$ cat config.mk
export PLATFORM = sky130hd
export DESIGN_NAME = bitwise_accumulator
export DESIGN_NICKNAME = d
export VERILOG_FILES = /design/src/rtl/bitwise_accumulator.sv
export SDC_FILE = /design/constraint.sdc
export NUM_CORES = 1
export LEC_CHECK = 0
export ABC_AREA = 0
export CAP_MARGIN = 25
export CORE_AREA = 2 2 64 127
export CTS_CLUSTER_SIZE = 40
export DETAILED_ROUTE_END_ITERATION = 7
export DIE_AREA = 0 0 66 129
export REMOVE_ABC_BUFFERS = 1
export SETUP_SLACK_MARGIN = 0.4
export SYNTH_ARGS = -nofsm -noshare
export SYNTH_HDL_FRONTEND = slang
export SYNTH_SLANG_ARGS = --single-unit
$ cat constraint.sdc
create_clock -name clk -period 3 [get_ports clk]
set_input_delay 0.6 -clock clk [delete_from_list [all_inputs] [get_ports clk]]
set_output_delay 0.6 -clock clk [all_outputs]
set_load 0.01 [all_outputs]
$ cat src/rtl/bitwise_accumulator.sv
// Command-driven bitwise accumulator with a snapshot output FIFO.
// Ports: clk, rst (sync, active-high); in_valid/in_ready/in_op/in_data
// command input; acc current accumulator; out_valid/out_ready/out_data/
// out_ops FIFO head carrying {accumulator, op count} snapshots.
module bitwise_accumulator #(
    parameter int WIDTH = 4,
    parameter int DEPTH = 4
) (
    input  logic             clk,
    input  logic             rst,
    input  logic             in_valid,
    output logic             in_ready,
    input  logic [2:0]       in_op,
    input  logic [WIDTH-1:0] in_data,
    output logic [WIDTH-1:0] acc,
    output logic             out_valid,
    input  logic             out_ready,
    output logic [WIDTH-1:0] out_data,
    output logic [3:0]       out_ops
);

    localparam int AW = (DEPTH > 1) ? $clog2(DEPTH) : 1;
    localparam logic [AW:0] FULL_CNT = (AW+1)'(DEPTH);

    localparam logic [2:0] OP_LOAD = 3'd0;
    localparam logic [2:0] OP_AND  = 3'd1;
    localparam logic [2:0] OP_OR   = 3'd2;
    localparam logic [2:0] OP_NAND = 3'd3;
    localparam logic [2:0] OP_NOR  = 3'd4;
    localparam logic [2:0] OP_XOR  = 3'd5;
    localparam logic [2:0] OP_XNOR = 3'd6;
    localparam logic [2:0] OP_READ = 3'd7;

    logic [3:0]       ops_cnt;
    logic [WIDTH-1:0] acc_nxt;
    logic [3:0]       ops_nxt;

    logic [WIDTH-1:0] mem_data [DEPTH];
    logic [3:0]       mem_ops  [DEPTH];
    logic [AW-1:0]    wr_ptr;
    logic [AW-1:0]    rd_ptr;
    logic [AW:0]      count;

    logic accept;
    logic push;
    logic pop;

    // in_ready depends only on registered occupancy
    assign in_ready  = (count != FULL_CNT);
    assign out_valid = (count != '0);

    // reset wins over any command presented in the same cycle
    assign accept = in_valid && in_ready && !rst;
    assign push   = accept && (in_op == OP_READ);
    assign pop    = out_valid && out_ready && !rst;

    assign out_data = out_valid ? mem_data[rd_ptr] : '0;
    assign out_ops  = out_valid ? mem_ops[rd_ptr]  : '0;

    always_comb begin
        acc_nxt = acc;
        ops_nxt = ops_cnt;
        case (in_op)
            OP_LOAD: begin
                acc_nxt = in_data;
                ops_nxt = '0;
            end
            OP_AND:  acc_nxt = acc & in_data;
            OP_OR:   acc_nxt = acc | in_data;
            OP_NAND: acc_nxt = ~(acc & in_data);
            OP_NOR:  acc_nxt = ~(acc | in_data);
            OP_XOR:  acc_nxt = acc ^ in_data;
            OP_XNOR: acc_nxt = ~(acc ^ in_data);
            default: acc_nxt = acc;
        endcase
        // logic ops count up, saturating at 15
        if ((in_op != OP_LOAD) && (in_op != OP_READ) &&
            (ops_cnt != 4'hF)) begin
            ops_nxt = ops_cnt + 4'd1;
        end
    end

    always_ff @(posedge clk) begin
        if (rst) begin
            acc     <= '0;
            ops_cnt <= '0;
            wr_ptr  <= '0;
            rd_ptr  <= '0;
            count   <= '0;
        end else begin
            if (accept) begin
                acc     <= acc_nxt;
                ops_cnt <= ops_nxt;
            end
            if (push) begin
                wr_ptr <= wr_ptr + 1'b1;
            end
            if (pop) begin
                rd_ptr <= rd_ptr + 1'b1;
            end
            case ({push, pop})
                2'b10:   count <= count + 1'b1;
                2'b01:   count <= count - 1'b1;
                default: count <= count;
            endcase
        end
    end

    // storage needs no reset; validity is tracked by count
    always_ff @(posedge clk) begin
        if (push) begin
            mem_data[wr_ptr] <= acc;
            mem_ops[wr_ptr]  <= ops_cnt;
        end
    end

endmodule
* Word-level counts from Yosys, hierarchy flattened
Memories as Yosys holds them, arrays and structs flattened. A register that Yosys moved wholly into a read port is not among the register bits.
Index checks and enable logic that the tools add are counted.
** Word-level totals
- Memories kept :: 2
- Bits in writable memories :: 32
- Latch bits :: 0
- Input bits :: 11
- Word-level logic and storage cells :: 58
- Bits in registers :: 15
- ROM bits :: 0
- Output and inout port bits :: 14
** Cells by class
- Magnitude comparators :: 0
- $add $sub $neg :: 5
- Shifts and indexed selects :: 0
- Muxes and demuxes :: 12
- Reduce and logical (&&, ||, !) cells :: 16
- Multiply operators :: 0
- Divide/modulo/power cells :: 0
- Bitwise operators :: 6
- Eq/ne operators :: 12
** Memory list
- mem_data :: depth 4, bits a word 4, rd ports 1, clocked after memory_dff 1, wr ports 1, line 38 : logic [WIDTH-1:0] mem_data [DEPTH];
- mem_ops :: depth 4, bits a word 4, rd ports 1, clocked after memory_dff 1, wr ports 1, line 39 : logic [3:0] mem_ops [DEPTH];
** Operator list (number)
- $pmux W4 S7 :: 1
- $mux W4 :: 4
- $eq A3 B3 Y1 const B :: 4
- $not A4 Y4 :: 3
- $mux W2 :: 4
- $logic_and A1 B1 Y1 :: 7
- $reduce_bool A7 Y1 :: 1
- $eq A3 B2 Y1 const B :: 2
- $ne A3 B3 Y1 const B :: 2
- $pmux W3 S2 :: 1
- $reduce_bool A3 Y1 :: 2
- $add A2 B1 Y2 const B :: 2
- $add A4 B1 Y4 const B :: 1
- $and A4 B4 Y4 :: 1
- $ne A4 B4 Y1 const B :: 1
- $or A4 B4 Y4 :: 1
- $reduce_and A2 Y1 :: 2
- $reduce_bool A2 Y1 :: 2
- $xor A4 B4 Y4 :: 1
- $add A3 B1 Y3 const B :: 1
- $eq A3 B1 Y1 const B :: 1
- $logic_not A3 Y1 :: 1
- $sub A3 B1 Y3 const B :: 1
- $eq A2 B1 Y1 const B :: 1
- 3 further kinds :: 4

* Longest topological paths before layout
- Word-level depth :: 6
- Mapped depth :: 11
- Mapped depth without buffers :: 10

* Worst setup path before layout
Ideal clock, no wire load.
- Path type :: input to register
- Start :: in in_op[2]
- End :: reg count[2]
- Path slack :: 636 ps
- Buffers on the path :: 1
- Required time :: 2929 ps
- Setup time :: 71 ps
- Stages :: 11
- Data arrival time :: 2293 ps
- Path through :: buf_2 > and3_1 > nand3_1 > nor2_1 > inv_1 > ha_1 > inv_1 > fa_1 > xor2_1 > or3_1 > a21oi_1
** On the way
- Longest elaborated chain between the ends :: 4
- Elaborated cells on any way between the ends :: 6
- Classes of those cells :: 3 x eq/ne; 1 x mux; 2 x reduce/logical
** RTL lines
- start, declared :: line 13 : input logic [2:0] in_op,
- $eq A3 B3 Y1 (*) :: line 54 : assign push = accept && (in_op == OP_READ);
- $logic_and A1 B1 Y1 (*) :: line 54
- $eq A2 B1 Y1 or $eq A2 B2 Y1 (tied branches) :: line 101 : case ({push, pop})
- $pmux W3 S2 or $reduce_bool A2 Y1 (tied branches)
- end signal, assigned :: line 102 : 2'b10: count <= count + 1'b1;
- end signal, assigned :: line 103 : 2'b01: count <= count - 1'b1;
- end signal, assigned :: line 104 : default: count <= count;
- end, declared :: line 42 : logic [AW:0] count;
Mark *: on every way between the ends. The rest lies on a longest branch, timed or not.
A chain may end at the register's enable or synchronous reset.

==> metrics.md <==
| Metric | Value |
|---|---|
| Max-slew headroom | `70.4%` |
| Largest net degree at the start of global routing | `16` |
| H-Tree Depth | `2` |
| R2R setup slack | `0.68 ns` |
| # nets final | `255` |
| Vias in the first global route | `1627` |
| WL met3 | `94 um` |
| VDD IR max | `0.353 mV` |
| DRT met1 WL | `1.70 mm` |
| # Max-Cap Violations | `0` |
| Clk_lat worst skew | `0.29 ns` |
| Area growth syn-to-layout | `21.1%` |
| Cell Area, Synth | `2420 um^2` |
| Core ar. | `7540 um^2` |
| Post-synth cell types | `35` |
| Crit path capture | `out_data[3]` |
| Post-route ant nets | `0` |
| Slew Limit Fails | `0` |
| Worst endpoint required time | `2.40 ns` |
| Hold/Removal Path Class | `register to register` |
| Root buffer selected by CTS | `clkbuf_16` |
| Clock sink count | `49` |
| Die H | `129 um` |
| Most frequent cells in the layout | `32 x edfxtp_1, 23 x clkdlybuf4s50_1, 19 x inv_1` |
| Final period util | `84.0%` |
| First-pass GRT wire length | `7.82 mm` |
| DR WL met2 | `2.63 mm` |
| Register area share after synthesis | `53.7%` |
| Static Leakage | `1.08 nW` |
| Initial antenna violation count | `0` |
| # rows | `45` |
| Final Setup Violations | `0` |
| Routed WL per cell | `14.3 um` |
| RD Place Congestion | `0.859` |
| Starting Density | `32.1%` |
| Worst Reg-to-Reg Cells | `10` |
| TritonRoute pass-1 iters | `4` |
| Die extent in x | `66 um` |
| Vias | `1589` |
| Worst EP arrival | `1.92 ns` |
| Residual DRC | `0` |
| P per Cell Area | `479 nW/um^2` |
| Die area | `8510 um^2` |
| Synth warn | `0` |
| Crit Path Category | `register to output pin` |
| CTS Buf Count | `5` |
| DR iter-0 viols | `29` |
| Total routed wirelength | `4.64 mm` |
| Yosys top cell area share | `39.6%` |
| Worst slew pin tran | `0.444 ns` |
| DP HPWL | `3.63 mm` |
| RR Endpoint | `count[2]` |
| CTS clk-pin slew, worst paths | `0.06 ns` |
| Total grt overflow | `0` |
| Post-Place Setup Slack | `0.188 ns` |
| Post-layout util | `38.9%` |
| Final TNS setup | `0 ns` |
| Unrepaired setup endpoints after global routing | `yes` |
| Fmax | `397 MHz` |
| Port bufs | `24` |
| Ant diodes | `0` |
| Top Metal Used | `met4` |
| Crit. End Element | `output pin` |
| Most common cell after layout, fill and taps aside | `edfxtp_1` |
| Via/cell ratio | `4.90` |
| Synth area leader | `edfxtp_1` |
| Crit-path max FO | `8` |
| #FFs+latches synth | `49` |
| Post-Synthesis Cells | `201` |
| CTS tree | `yes` |
| Layout cells sized above 1 | `11.7%` |
| Crit path launch type | `register` |
| Final setup margin | `0.480 ns` |
| Num ports | `25` |
| Largest cells by area after synthesis | `edfxtp_1 40%, dfxtp_1 14%, mux4_2 7.4%, ha_1 7.2%, and2_1 3.1%` |
| Syn_area_per_cell | `12.1 um^2` |
| Min Clock Period, post-route | `2.52 ns` |
| Endpoints failing hold | `0` |
| Bufs on Longest Clock Path | `2` |
| Outcome | `finished clean` |
| R2R Path Start | `count[2]` |
| Gr usage total | `12.4%` |
| Clk_skew | `0.00430 ns` |
==> layer usage <==
layer,global-route usage [%],vias to the layer above
li1,-,781
met1,11.9,764
met2,22.7,32
met3,1.40,12
met4,9.96,0
met5,0,-
==> layout make-up <==
type,count,area [um^2]
flip-flops and latches,49,1300
repair buffers,31,299
multi-input cells,123,1010
well taps,94,118
inverters,19,71.3
fillers,765,4610
clock buffers,6,129
clock inverters,2,10.0
==> where the power goes <==
part / total, W / leakage, nW / switching (W) / internal, W
combinational: 0.000130 / 0.566 / 0.0000641 / 0.0000661
clock: 0.000527 / 0.0706 / 0.000221 / 0.000306
sequential: 0.000747 / 0.444 / 0.0000170 / 0.000730
total: 0.00140 / 1.08 / 0.000303 / 0.00110
==> synthesized netlist by cell type (all sizes together) <==
master,n
edfxtp,32
inv,19
dfxtp,17
nor2,16
ha,14
and2,12
a21oi,10
nand2,10
mux4,8
nand3,7
buf,5
clkbuf,5
mux2i,5
o41ai,5
nand3b,4
o221ai,4
o2bb2ai,4
or3,4
xor2,4
o21ai,3
and3,2
nor2b,2
or4,2
a31oi,1
fa,1
nand2b,1
nor3,1
o31ai,1
or3b,1
xnor2,1
==> how the worst min path moves through the flow <==
stage / cells past startpoint / end / startpoint
2_1_floorplan: 2 / count[2] / count[2]
3_3_place_gp: 2 / count[2] / count[2]
3_5_place_dp: 2 / count[2] / count[2]
4_1_cts: 2 / count[2] / count[2]
5_1_grt: 0 / mem_ops[2][1] / ops_cnt[1]
6_report: 2 / count[2] / count[2]
==> critical path, stage by stage, from the launching register on <==
cell and delay [ns]:
dfxtp_1 0.33, buf_6 0.16, mux4_2 0.51, and2_1 0.17
clkdlybuf4s50_1 0.47
==> cell families after synthesis <==
kind of cell | after synthesis | share of synthesized area [%]
xor+xnor | 5 | 1.81
buf+inv | 29 | 5.01
flops | 49 | 53.7
simple gates | 62 | 14.0
mux | 13 | 9.50
compound gates | 28 | 7.95
fa+ha+maj | 15 | 8.05
==> state kept, by name, indices dropped and copies added, names as in the netlist, named ones only <==
register / count
rd_ptr: 2
count: 3
wr_ptr: 2
acc: 4
ops_cnt: 4
mem_data: 16
mem_ops: 16
==> metrics by stage <==
stage,hold slack [ns],instance area (um^2),std cells,power [W]
3_5_place_dp,0.501,2780,316,0.000893
3_3_place_gp,0.495,2780,316,0.000890
5_1_grt,0.564,2930,324,0.00146
4_1_cts,0.512,2920,324,0.00142
2_1_floorplan,0.455,2370,191,0.000825
6_report,0.511,2930,324,0.00140
==> repair_timing <==
action                                  in CTS  in global routing
buffers inserted                             0                  0
resized for setup                            0                  3
endpoints found under the setup margin       0                 10
hold buffers                                 0                  0
No activity file was read; power rests on OpenSTA's default activity.
==> edit 1 (same flow settings) <==
The parameter `WIDTH` goes from 4 to 6.
--- a/src/rtl/bitwise_accumulator.sv
+++ b/src/rtl/bitwise_accumulator.sv
@@ -3,7 +3,7 @@
 // command input; acc current accumulator; out_valid/out_ready/out_data/
 // out_ops FIFO head carrying {accumulator, op count} snapshots.
 module bitwise_accumulator #(
-    parameter int WIDTH = 4,
+    parameter int WIDTH = 6,
     parameter int DEPTH = 4
 ) (
     input  logic             clk,
Interface: changed (resized acc, in_data and out_data); port bits go from 25 to 31. No check against the original RTL was run, so the function may have changed too.
==> edit 1 against the original RTL <==
Total power is 54% higher; highest routed layer unchanged; wire length is 26% higher; largest cell class unchanged; sequential cell count is 10 higher; largest power group is now the clock network; worst setup slack worse by 7.9 ps; utilization is 10 points higher; die area stayed put; final area is 27% higher; sequential share of layout area is 1.8 points lower; first-iteration DRC count is 72% higher; area after synthesis is 20% higher.
==> edit 1: results (changes against the original RTL) <==
global_routing:
  grt_usage: 0.148  # was 0.124
  grtUsageMet2: 0.283  # was 0.227
  use_met1: 0.148  # was 0.119
  use_met3: 0.0253  # was 0.0140
route:
  via_count: 1926  # was 1589
  drtIter0Drc: 50  # was 29
  totalWireLength_mm: 5.83  # was 4.64 mm
place:
  gp_congestion: 0.757  # was 0.859
  dpl.cell_count: 354  # was 316
  dp_slack_ps: 143  # was 188 ps
  postPlaceCellArea_mm2: 0.00333  # was 0.00278 mm^2
finish:
  nets: 304  # was 255
  final_area_mm2: 0.00372  # was 0.00293 mm^2
  fillers: 684  # was 765
clock_network:
  clock_latency_ps: 320  # was 290 ps
  numCtsBuffers: 9  # was 5
pwr:
  ir_worst_vdd_mv: 0.224  # was 0.353 mV
  power.leakage_nw: 1.49  # was 1.08 nW
  switchingPower_mw: 0.442  # was 0.303 mW
synth:
  synth_edf_count: 40  # was 32
  synth_area_leaders: "edfxtp_1 41%, dfxtp_1 13%, ha_1 7.7%, mux4_2 7.7%, and2_1 3.0%"  # was edfxtp_1 40%, dfxtp_1 14%, mux4_2 7.4%, ha_1 7.2%, and2_1 3.1%
  ys_types: 38  # was 35
  synth_common_cells: "40 x edfxtp_1, 20 x inv_1, 19 x dfxtp_1"  # was 32 x edfxtp_1, 19 x inv_1, 17 x dfxtp_1
  synthCells: 234  # was 201
setup_path:
  cp_max_fo: 5  # was 8
  worstRegToRegCells: 9  # was 10
  reg2reg_from: "count[1]$_SDFFE_PP0P_"  # was count[2]$_SDFFE_PP0P_
run_status:
  status: "finished, final reports clean"  # unchanged
timing:
  period_share: 0.843  # was 0.840
[edit 1: cell types whose count changed after synthesis, sizes merged, moves of 4 or more]
cell,delta
a211oi,+10
a21oi,-7
edfxtp,+8
ha,+4
nor2,-6
nor2b,+4
o21ai,+10
o221ai,-4
o32ai,+6
o41ai,-5
[edit 1: power by group through the flow]
stage	registers [mW]	logic [mW]	clock network [mW]
2_1_floorplan	0.928	0.0927	0
3_3_place_gp	0.930	0.177	0
3_5_place_dp	0.931	0.181	0
4_1_cts	0.915	0.182	1.08
5_1_grt	0.918	0.203	1.12
6_report	0.915	0.182	1.07
[edit 1: repair_timing]
item / in CTS / in global routing
endpoints found under the setup margin: 10 / 11
buffers inserted: 0 / 0
resized for setup: 3 / 14
cloned: 0 / 1
[edit 1: cell families after synthesis]
family	share of synthesized area
compound gates	0.112
buf+inv	0.0447
flops	0.543
mux	0.0881
xor+xnor	0.0120
fa+ha+maj	0.0842
simple gates	0.116
[edit 1: critical path, cell delays in order, from the launching register on]
cell	delay, ps
dfxtp_4	380
buf_12	130
mux4_2	480
and2_1	160
clkdlybuf4s50_1	470
[edit 1: layout make-up]
| cell class | instances | share of cell area |
|---|---|---|
| Sequential cell | 59 | 0.426 |
| Multi-Input combinational cell | 143 | 0.323 |
| Timing Repair Buffer | 39 | 0.114 |
| Clock buffer | 10 | 0.0642 |
| Tap cell | 94 | 0.0316 |
| Clock inverter | 6 | 0.0212 |
| Inverter | 20 | 0.0202 |
[edit 1: per-layer routing]
layer  vias to the layer above  share of wire
li1                        948              -
met1                       933           0.37
met2                        37           0.59
met3                         8          0.024
met4                         0          0.021
met5                         -              0
==> edit 2 (config.mk and constraints unchanged) <==
Made on the original files. Reset style: asynchronous (`rst`), changed in one clocked block.
--- a/src/rtl/bitwise_accumulator.sv
+++ b/src/rtl/bitwise_accumulator.sv
@@ -80,7 +80,7 @@
         end
     end
 
-    always_ff @(posedge clk) begin
+    always_ff @(posedge clk or posedge rst) begin
         if (rst) begin
             acc     <= '0;
             ops_cnt <= '0;
Function: differs if rst is asserted again (counterexample within 4 cycles, from zero or initial values and one cycle with rst high); with rst held inactive, the same outputs for 10 cycles.
==> edit 2 against the original RTL <==
Wire length decreased by 8.1%; worst setup slack improved by 6.4 ps; area after synthesis decreased by 2.4%; non-clock buffer count increased by 1; sequential share of layout area increased by 1.7 points; critical path depth unchanged; sequential cell count decreased by 2; final area decreased by 0.94%; cell count decreased by 4.9%; maximum frequency increased by 0.26%.
Power is not compared: it rests on default switching activity, and its combinational part moved more than twofold at a synthesized area within 25%.
==> edit 2: results (changes against the original RTL) <==
run_status:
  status: "finished, final reports clean"  # unchanged
place:
  dp_slack_ps: 258  # was 188 ps
  dpl.cell_count: 298  # was 316
  gp_congestion: 0.769  # was 0.859
  post-dp-hpwl_mm: 3.46  # was 3.63 mm
  postPlaceCellArea_mm2: 0.00272  # was 0.00278 mm^2
  io_buffer_count: 24  # unchanged
setup_path:
  rrSetupSlack_ps: 620  # was 680 ps
  slowest_stage: "mux4_2"  # unchanged
  arrival_ps: 1910
  cp-endpoint: "out_data[3]"  # unchanged
  reg2reg_from: "count[1]$_DFFE_PP0P_"  # was count[2]$_SDFFE_PP0P_
  startpoint: "rd_ptr[0]$_DFFE_PP0P_"
  timing.rr.end: "count[2]$_DFFE_PP0P_"  # was count[2]$_SDFFE_PP0P_
  worstRegToRegCells: 10  # unchanged
  slowest_delay_ps: 490  # was 510 ps
route:
  wire_per_inst_um: 13.8  # was 14.3 um
  via_count: 1474  # was 1589
  drtAntennaViolNets: 0  # unchanged
  drtPass1Iterations: 4  # unchanged
  drtIter0Drc: 21  # was 29
  via_per_inst: 4.79  # was 4.90
global_routing:
  grt_usage: 0.113  # was 0.124
  grt_max_degree: 18  # was 16
  grt_pass1_wl_mm: 7.15  # was 7.82 mm
timing:
  hold_ws_ps: 507  # was 511 ps
  clock_skew_ps: 5.22  # was 4.30 ps
  worst_pin_slew_ps: 581  # was 444 ps
  worst_slack_ps: 487  # was 480 ps
clock_network:
  clk_path_buf_depth: 2  # unchanged
  clock_latency_ps: 280
  clk_pin_slew_ps: 60  # about the same
  numCtsBuffers: 5  # unchanged
synth:
  synth_area_leaders: "edfxtp_1 41%, dfrtp_1 16%, mux4_2 7.6%, ha_1 7.4%, inv_1 3.2%"  # was edfxtp_1 40%, dfxtp_1 14%, mux4_2 7.4%, ha_1 7.2%, and2_1 3.1%
  seq_area_frac_synth: 0.565  # was 0.537
  ys_types: 38  # was 35
  synthArstFlopShare: 0.319  # was 0
  avgSynthCellArea_um2: 13.1  # was 12.1 um^2
  synth_common_cells: "32 x edfxtp_1, 20 x inv_1, 15 x dfrtp_1"  # was 32 x edfxtp_1, 19 x inv_1, 17 x dfxtp_1
hold_path:
  holdCritPathClass: "flip-flop to flip-flop"  # unchanged
finish:
  nets: 239  # was 255
  antennaDiodeCount: 0  # unchanged
  drive_gt1_frac: 0.126  # was 0.117
pwr:
  pg_clk_mw: 0.556
  intPower_mw: 1.72
  switchingPower_mw: 0.764
job:
  cap_violations: 0  # unchanged
==> edit 2: worst min path at each step <==
| stage | from | endpoint | depth (start not counted) |
|---|---|---|---|
| detailed placement | count[2]$_DFFE_PP0P_ | count[2]$_DFFE_PP0P_ | 1 |
| floorplan | count[2]$_DFFE_PP0P_ | count[2]$_DFFE_PP0P_ | 1 |
| global route | count[2]$_DFFE_PP0P_ | count[2]$_DFFE_PP0P_ | 1 |
| global placement | count[2]$_DFFE_PP0P_ | count[2]$_DFFE_PP0P_ | 1 |
| CTS | count[2]$_DFFE_PP0P_ | count[2]$_DFFE_PP0P_ | 1 |
| finish | count[2]$_DFFE_PP0P_ | count[2]$_DFFE_PP0P_ | 1 |
==> edit 2: layout make-up <==
class	count	area [um^2]
Timing Repair Buffer	32	313
Clock buffer	6	139
Inverter	20	75.1
Sequential cell	47	1340
Multi-Input combinational cell	107	908
Clock inverter	2	16.3
Fill cell	745	4640
Tap cell	94	118
==> edit 2: logic make-up (layout without fill, tap and decap cells) <==
| kind of cell | Yosys count | in the layout | synth area share |
|---|---|---|---|
| compound gates | 31 | 31 | 0.0941 |
| xor+xnor | 6 | 6 | 0.0222 |
| fa+ha+maj | 15 | 15 | 0.0825 |
| buf+inv | 27 | 60 | 0.0513 |
| flops | 47 | 47 | 0.565 |
| mux | 9 | 9 | 0.0809 |
| simple gates | 46 | 46 | 0.104 |
==> edit 2: layer usage <==
metal | share of wire | global-route usage
met1 | 0.33 | 0.106
met2 | 0.62 | 0.224
met3 | 0.024 | 0.0157
met4 | 0.021 | 0.0600
met5 | 0 | 0
==> edit 2: timing repair <==
| item | in CTS | in global routing |
|---|---|---|
| resized for setup | 1 | 0 |
| endpoints found under the hold margin | 0 | 0 |
| endpoints found under the setup margin | 8 | 0 |
| hold buffers | 0 | 0 |
| setup buffers | 2 | 0 |
